File: src/rtl/riscv_ctrl_pkg.sv
// Shared control definitions for the decode/issue path.
// Holds the issue-controller state encoding and the major-opcode constants
// used by decode.
// is_serial_op() shows how decode derives dec_serial: MISCMEM (FENCE) and
// SYSTEM must issue into an empty pipeline.
package riscv_ctrl_pkg;

  typedef enum logic [1:0] {
    RUN   = 2'd0,
    DRAIN = 2'd1,
    FLUSH = 2'd2
  } ctrl_state_t;

  localparam logic [6:0] OPC_LOAD    = 7'b0000011;
  localparam logic [6:0] OPC_MISCMEM = 7'b0001111;
  localparam logic [6:0] OPC_OPIMM   = 7'b0010011;
  localparam logic [6:0] OPC_AUIPC   = 7'b0010111;
  localparam logic [6:0] OPC_STORE   = 7'b0100011;
  localparam logic [6:0] OPC_OP      = 7'b0110011;
  localparam logic [6:0] OPC_LUI     = 7'b0110111;
  localparam logic [6:0] OPC_BRANCH  = 7'b1100011;
  localparam logic [6:0] OPC_JALR    = 7'b1100111;
  localparam logic [6:0] OPC_JAL     = 7'b1101111;
  localparam logic [6:0] OPC_SYSTEM  = 7'b1110011;

  function automatic logic is_serial_op(input logic [6:0] opcode);
    return (opcode == OPC_MISCMEM) || (opcode == OPC_SYSTEM);
  endfunction

endpackage

File: src/rtl/sb_bitmap.sv
// sb_bitmap: 32-entry pending-write bitmap with hazard lookup.
// Ports:
//   clk, reset            clock and asynchronous active-low reset
//   wb_en, wb_rd          writeback this cycle; clears the entry
//   set_en, set_rd        issued writer this cycle; sets the entry
//   rs1en/rs1, rs2en/rs2,
//   rden/rd               operands of the instruction in decode
//   pending               registered bitmap; bit 0 is always 0
//   wb_hit                a writeback to a real register (not x0) is happening
//   haz                   an enabled operand hits a pending entry
module sb_bitmap
  import riscv_ctrl_pkg::*;
(
  input  logic        clk,
  input  logic        reset,
  input  logic        wb_en,
  input  logic [4:0]  wb_rd,
  input  logic        set_en,
  input  logic [4:0]  set_rd,
  input  logic        rs1en,
  input  logic [4:0]  rs1,
  input  logic        rs2en,
  input  logic [4:0]  rs2,
  input  logic        rden,
  input  logic [4:0]  rd,
  output logic [31:0] pending,
  output logic        wb_hit,
  output logic        haz
);

  logic [31:0] pending_reg;
  logic [31:0] wbm;
  logic [31:0] eff;
  logic [31:0] set_mask;

  assign wbm    = (wb_en && (wb_rd != 5'd0)) ? (32'd1 << wb_rd) : 32'd0;
  assign wb_hit = (wbm != 32'd0);

  // A writeback landing this cycle already resolves the hazard.
  assign eff = pending_reg & ~wbm;

  // Bit 0 never sets, so x0 never becomes pending.
  genvar gi;
  generate
    for (gi = 0; gi < 32; gi++) begin : g_set
      if (gi == 0) begin : g_x0
        assign set_mask[gi] = 1'b0;
      end else begin : g_xn
        assign set_mask[gi] = set_en && (set_rd == 5'(gi));
      end
    end
  endgenerate

  // Set is OR-ed in after the clear, so an issue and a writeback to the same
  // register in one cycle leave the entry pending for the new writer.
  always_ff @(posedge clk or negedge reset) begin
    if (!reset) begin
      pending_reg <= 32'd0;
    end else begin
      pending_reg <= eff | set_mask;
    end
  end

  assign haz = (rs1en && (rs1 != 5'd0) && eff[rs1]) ||
               (rs2en && (rs2 != 5'd0) && eff[rs2]) ||
               (rden  && (rd  != 5'd0) && eff[rd]);

  assign pending = pending_reg;

endmodule

File: src/rtl/hazard_scoreboard.sv
// hazard_scoreboard: in-order issue controller between decode and execute.
// Stalls on RAW/WAW hazards and on the outstanding-writer limit, sequences a
// fixed-length flush after a redirect, and drains the pipeline before
// serializing (FENCE/SYSTEM) instructions.
// Ports:
//   clk, reset                 clock, asynchronous active-low reset
//   dec_*                      registered decode outputs
//   redirect                   one-cycle taken-branch/jump pulse from execute
//   wb_en, wb_rd               writeback this cycle
//   issue, stall               combinational issue handshake
//   flush                      registered squash of fetch/decode
//   sb_pending, out_cnt        registered scoreboard bitmap and writer count
module hazard_scoreboard
  import riscv_ctrl_pkg::*;
#(
  parameter int MAX_OUT      = 4,
  parameter int FLUSH_CYCLES = 2
) (
  input  logic        clk,
  input  logic        reset,
  input  logic        dec_valid,
  input  logic [4:0]  dec_rs1,
  input  logic        dec_rs1en,
  input  logic [4:0]  dec_rs2,
  input  logic        dec_rs2en,
  input  logic [4:0]  dec_rd,
  input  logic        dec_rden,
  input  logic        dec_serial,
  input  logic        redirect,
  input  logic        wb_en,
  input  logic [4:0]  wb_rd,
  output logic        issue,
  output logic        stall,
  output logic        flush,
  output logic [31:0] sb_pending,
  output logic [3:0]  out_cnt
);

  ctrl_state_t state_reg;
  logic [2:0]  flush_cnt_reg;
  logic        flush_reg;
  logic [3:0]  out_cnt_reg;

  logic        haz;
  logic        wb_hit;
  logic [3:0]  cnt_eff;
  logic        cap_ok;
  logic        serial_blocked;
  logic        issue_int;
  logic        writer_issued;

  sb_bitmap u_sb_bitmap (
    .clk     (clk),
    .reset   (reset),
    .wb_en   (wb_en),
    .wb_rd   (wb_rd),
    .set_en  (writer_issued),
    .set_rd  (dec_rd),
    .rs1en   (dec_rs1en),
    .rs1     (dec_rs1),
    .rs2en   (dec_rs2en),
    .rs2     (dec_rs2),
    .rden    (dec_rden),
    .rd      (dec_rd),
    .pending (sb_pending),
    .wb_hit  (wb_hit),
    .haz     (haz)
  );

  // Writer count as seen after this cycle's writeback; floors at zero so a
  // stray writeback cannot wrap the count.
  assign cnt_eff = (wb_hit && (out_cnt_reg != 4'd0)) ? (out_cnt_reg - 4'd1) : out_cnt_reg;

  assign cap_ok         = (cnt_eff < 4'(MAX_OUT));
  assign serial_blocked = dec_serial && (cnt_eff != 4'd0);

  // reset gates both handshake outputs so nothing issues while reset is held.
  assign issue_int = reset && dec_valid && (state_reg == RUN) && !redirect &&
                     !haz && cap_ok && !serial_blocked;
  assign stall     = reset && dec_valid && !issue_int && !redirect && (state_reg != FLUSH);
  assign issue     = issue_int;

  assign writer_issued = issue_int && dec_rden && (dec_rd != 5'd0);

  always_ff @(posedge clk or negedge reset) begin
    if (!reset) begin
      out_cnt_reg <= 4'd0;
    end else if (writer_issued && !wb_hit) begin
      out_cnt_reg <= out_cnt_reg + 4'd1;
    end else if (!writer_issued && wb_hit && (out_cnt_reg != 4'd0)) begin
      out_cnt_reg <= out_cnt_reg - 4'd1;
    end
  end

  // Redirect outranks every other event, including a pending drain.
  always_ff @(posedge clk or negedge reset) begin
    if (!reset) begin
      state_reg     <= RUN;
      flush_cnt_reg <= 3'd0;
      flush_reg     <= 1'b0;
    end else if (redirect) begin
      state_reg     <= FLUSH;
      flush_cnt_reg <= 3'(FLUSH_CYCLES);
      flush_reg     <= 1'b1;
    end else begin
      case (state_reg)
        RUN: begin
          if (dec_valid && dec_serial && (cnt_eff != 4'd0)) begin
            state_reg <= DRAIN;
          end
        end
        DRAIN: begin
          // Leaves on the registered zero; the serial op issues next cycle.
          if (out_cnt_reg == 4'd0) begin
            state_reg <= RUN;
          end
        end
        FLUSH: begin
          if (flush_cnt_reg <= 3'd1) begin
            state_reg     <= RUN;
            flush_cnt_reg <= 3'd0;
            flush_reg     <= 1'b0;
          end else begin
            flush_cnt_reg <= flush_cnt_reg - 3'd1;
          end
        end
        default: begin
          state_reg <= RUN;
          flush_reg <= 1'b0;
        end
      endcase
    end
  end

  assign flush   = flush_reg;
  assign out_cnt = out_cnt_reg;

endmodule

File: config.mk
export PLATFORM = sky130hd
export DESIGN_NAME = hazard_scoreboard
export DESIGN_NICKNAME = d
export VERILOG_FILES = /design/src/rtl/riscv_ctrl_pkg.sv /design/src/rtl/sb_bitmap.sv /design/src/rtl/hazard_scoreboard.sv
export SDC_FILE = /design/constraint.sdc
export NUM_CORES = 1
export LEC_CHECK = 0
export ABC_CLOCK_PERIOD_IN_PS = 15000
export CORE_MARGIN = 8
export CORE_UTILIZATION = 45
export DETAILED_ROUTE_END_ITERATION = 16
export GPL_ROUTABILITY_DRIVEN = 0
export PLACE_DENSITY = 0.77
export RECOVER_POWER = 100
export SYNTH_ARGS = -nofsm -noshare
export SYNTH_HDL_FRONTEND = slang
export SYNTH_HIERARCHICAL = 1
export SYNTH_SLANG_ARGS = --single-unit
File: constraint.sdc
create_clock -name clk -period 15 [get_ports clk]
set_input_delay 4.5 -clock clk [delete_from_list [all_inputs] [get_ports clk]]
set_output_delay 4.5 -clock clk [all_outputs]
set_load 0.02 [all_outputs]
==> metrics.cfg <==
[final_layout]
layout.nets = 426
area_growth_pct = 25.0
largest_reg_flops = 32
drive_gt1_frac = 0.0838
fin_util = 0.574
antenna_cells = 0

[sta]
setup_violations = 0
hold_violations = 0
setup_tns_ns = 0
tightest_slew_ns = 2.33
rsz0062_at_grt = no
slew_violations = 45
period_needed_ns = 13.80
worst_slack_ns = 1.20
maxSlewHeadroom = -0.551
finClkSkew_ns = 0.0114
fmax_ghz = 0.0725
post-route-period-util = 0.920
hold_ws_ns = 0.402

[die]
dieArea_um2 = 9770
die_y_um = 98.8
core_um2 = 6720
io_pins = 68
rows = 30
fp.dieW_um = 98.8
floorplan.initialDensity = 0.460

[clocking]
cts-htree-levels = 2
cts_num_sinks = 42
cts-buffers-inserted = 5
postCtsSetupBuffers = 0
cts.clk_slew.worst_paths_ns = 0.08
cts_tree = yes
cts_resized = 0
clk_latency_ns = 0.30
clockBufferDepth = 2
cts_root_buffer = clkbuf_8
postCtsHoldBufs = 0

[setup_path]
crit_start = wb_rd[0]
r2r-start = u_sb_bitmap/pending[24]
reg2reg_depth = 15
endpoint = stall
crit_chain = dlygate4sd3_1 -> or3b_4 -> o21ai_2 -> mux4_2 -> nor3_1 -> or4_1 -> nor4_1 -> nand4_1 -> nor4_1 -> nand3_1 -> a31oi_1 -> and2_0 -> nor3_1 -> dlygate4sd3_1
ff2ff_setup_slack_ns = 10.70
worstSetupPathType = in -> out
slowest_delay_ns = 0.90
crit_fanout = 17
critPathRequiredTime_ns = 10.50
end_kind = output port
critPathArrivalTime_ns = 9.30
start_kind = input port
r2r-end = u_sb_bitmap/pending[13]
slowest_stage = dlygate4sd3_1

[global_route]
grt_max_degree = 45
use_met2 = 0.326
grt.overflow.total = 0
grt.total_usage = 0.209
use_met1 = 0.262
first_global_vias = 3219
antenna_found_initial = 0
grt_pass1_wl_mm = 16.6
grtUsageMet3 = 0.0705
busiest_layer = met2

[synthesis]
yosys_register_bits = 42
syn_inst = 336
synth_edf_count = 0
avgSynthCellArea_um2 = 9.19
synth_warnings = 6
synthArstFlopShare = 1.00
netlist_area_um2 = 3090
synthFlopType = dfrtp_1
syn_nets = 369
ys_seq_area_frac = 0.340
synth.distinct_cells = 64

[flow_run]
cap_violations = 1

[pwr]
total_power_mw = 0.356
p_leak_nw = 1.55
ir_drop_uv = 83.3
powerDensity_nw_per_um2 = 92.3

[route]
antenna_left = 0
drc_errors = 0
routed_wl_mm = 10.2
routedWlPerCell_um = 21.6
vias = 3232
drt-vias-per-instance = 6.82
initialDrtViolationCount = 460
dr.pass1.iters = 5

[place]
place_hpwl_mm = 7.71
port_buffers = 67
pre_cts_ws_ns = 1.66

[status]
outcome = finished, violations left
violations = max-capacitance violations, max-slew violations

[hold_path]
holdCritPathClass = reg -> reg

==> logic make-up (layout without fill, tap and decap cells) <==
group	after synthesis	in the layout	synth area share
compound gates	117	117	0.236
simple gates	112	112	0.209
flops	42	42	0.340
mux	28	28	0.141
buf+inv	28	86	0.0425
xor+xnor	5	5	0.0142
fa+ha+maj	4	4	0.0162
==> report_power, final <==
part           switching [mW]  internal [mW]  total (mW)
Combinational          0.0702         0.0540       0.124
Sequential             0.0175          0.127       0.144
Clock                  0.0384         0.0490      0.0874
Total                   0.126          0.230       0.356
==> critical path, delay by kind of cell <==
kind	cells	cell delay [ns]
multiplexers	1	0.29
AND/OR/NAND/NOR	9	2.32
AO/OA/AOI/OAI	2	0.62
buffers and inverters	2	1.56
==> per-layer routing <==
layer / wire, um / up-vias
met3: 1320 / 35
met1: 4000 / 1517
met2: 4640 / 266
met4: 252 / 0
li1: - / 1414
met5: 0 / -
==> layout by cell type, fill, tap and decap left out, types with 5 or more instances in the layout <==
cell / Yosys / layout
mux4_2: 11 / 11
a21oi_1: 10 / 10
inv_1: 10 / 10
clkdlybuf4s50_1: 0 / 25
nand3_1: 10 / 10
o211ai_1: 6 / 6
o21ai_0: 41 / 41
o21ai_1: 20 / 20
mux2i_1: 14 / 14
clkbuf_8: 0 / 5
nand3b_1: 5 / 5
nand2b_1: 13 / 13
nor4_1: 4 / 5
nor2_1: 20 / 20
dlygate4sd3_1: 0 / 41
nand2_1: 20 / 20
o22ai_1: 5 / 5
nor3_1: 7 / 7
dfrtp_1: 42 / 42
==> Yosys cell counts (4+ instances only) <==
cell type	instances	area share
xnor2_1	4	0.011
clkbuf_1	8	0.0097
mux4_2	11	0.080
nand4b_1	4	0.011
o21ai_0	41	0.066
nand3b_1	5	0.012
nand2b_1	13	0.026
o21ai_1	20	0.032
nor2_1	20	0.024
nand2_1	20	0.024
dfrtp_1	42	0.34
mux2i_1	14	0.045
ha_1	4	0.016
nor3_1	7	0.011
inv_1	10	0.012
nand3_1	10	0.016
o211ai_1	6	0.015
a21oi_1	10	0.016
nor4_1	4	0.0081
nand4_1	4	0.0081
o22ai_1	5	0.010
==> layout make-up <==
type / count / area, um2
clock buffers: 5 / 68.8
clock inverters: 3 / 40.0
fillers: 566 / 2860
inverters: 11 / 41.3
multi-input cells: 266 / 1890
flip-flops and latches: 42 / 1050
well taps: 80 / 100
repair buffers: 67 / 664
==> per-stage QoR <==
stage | area [um2] | std cells
after detailed placement | 3760 | 466
after CTS | 3870 | 474
final | 3860 | 474
after global routing | 3860 | 474
after global placement | 3760 | 466
after floorplan | 3090 | 336
==> how the worst min path moves through the flow <==
stage                             end                   start  slack, ns  depth (start not counted)
2_1_floorplan        flush_cnt_reg[1]        flush_cnt_reg[1]       0.46                          2
3_3_place_gp   u_sb_bitmap/pending[0]  u_sb_bitmap/pending[0]       0.39                          0
3_5_place_dp   u_sb_bitmap/pending[0]  u_sb_bitmap/pending[0]       0.40                          0
4_1_cts        u_sb_bitmap/pending[0]  u_sb_bitmap/pending[0]       0.41                          0
5_1_grt        u_sb_bitmap/pending[0]  u_sb_bitmap/pending[0]       0.44                          0
6_report       u_sb_bitmap/pending[0]  u_sb_bitmap/pending[0]       0.40                          0
Note: power is estimated with default switching activity, not from simulation.
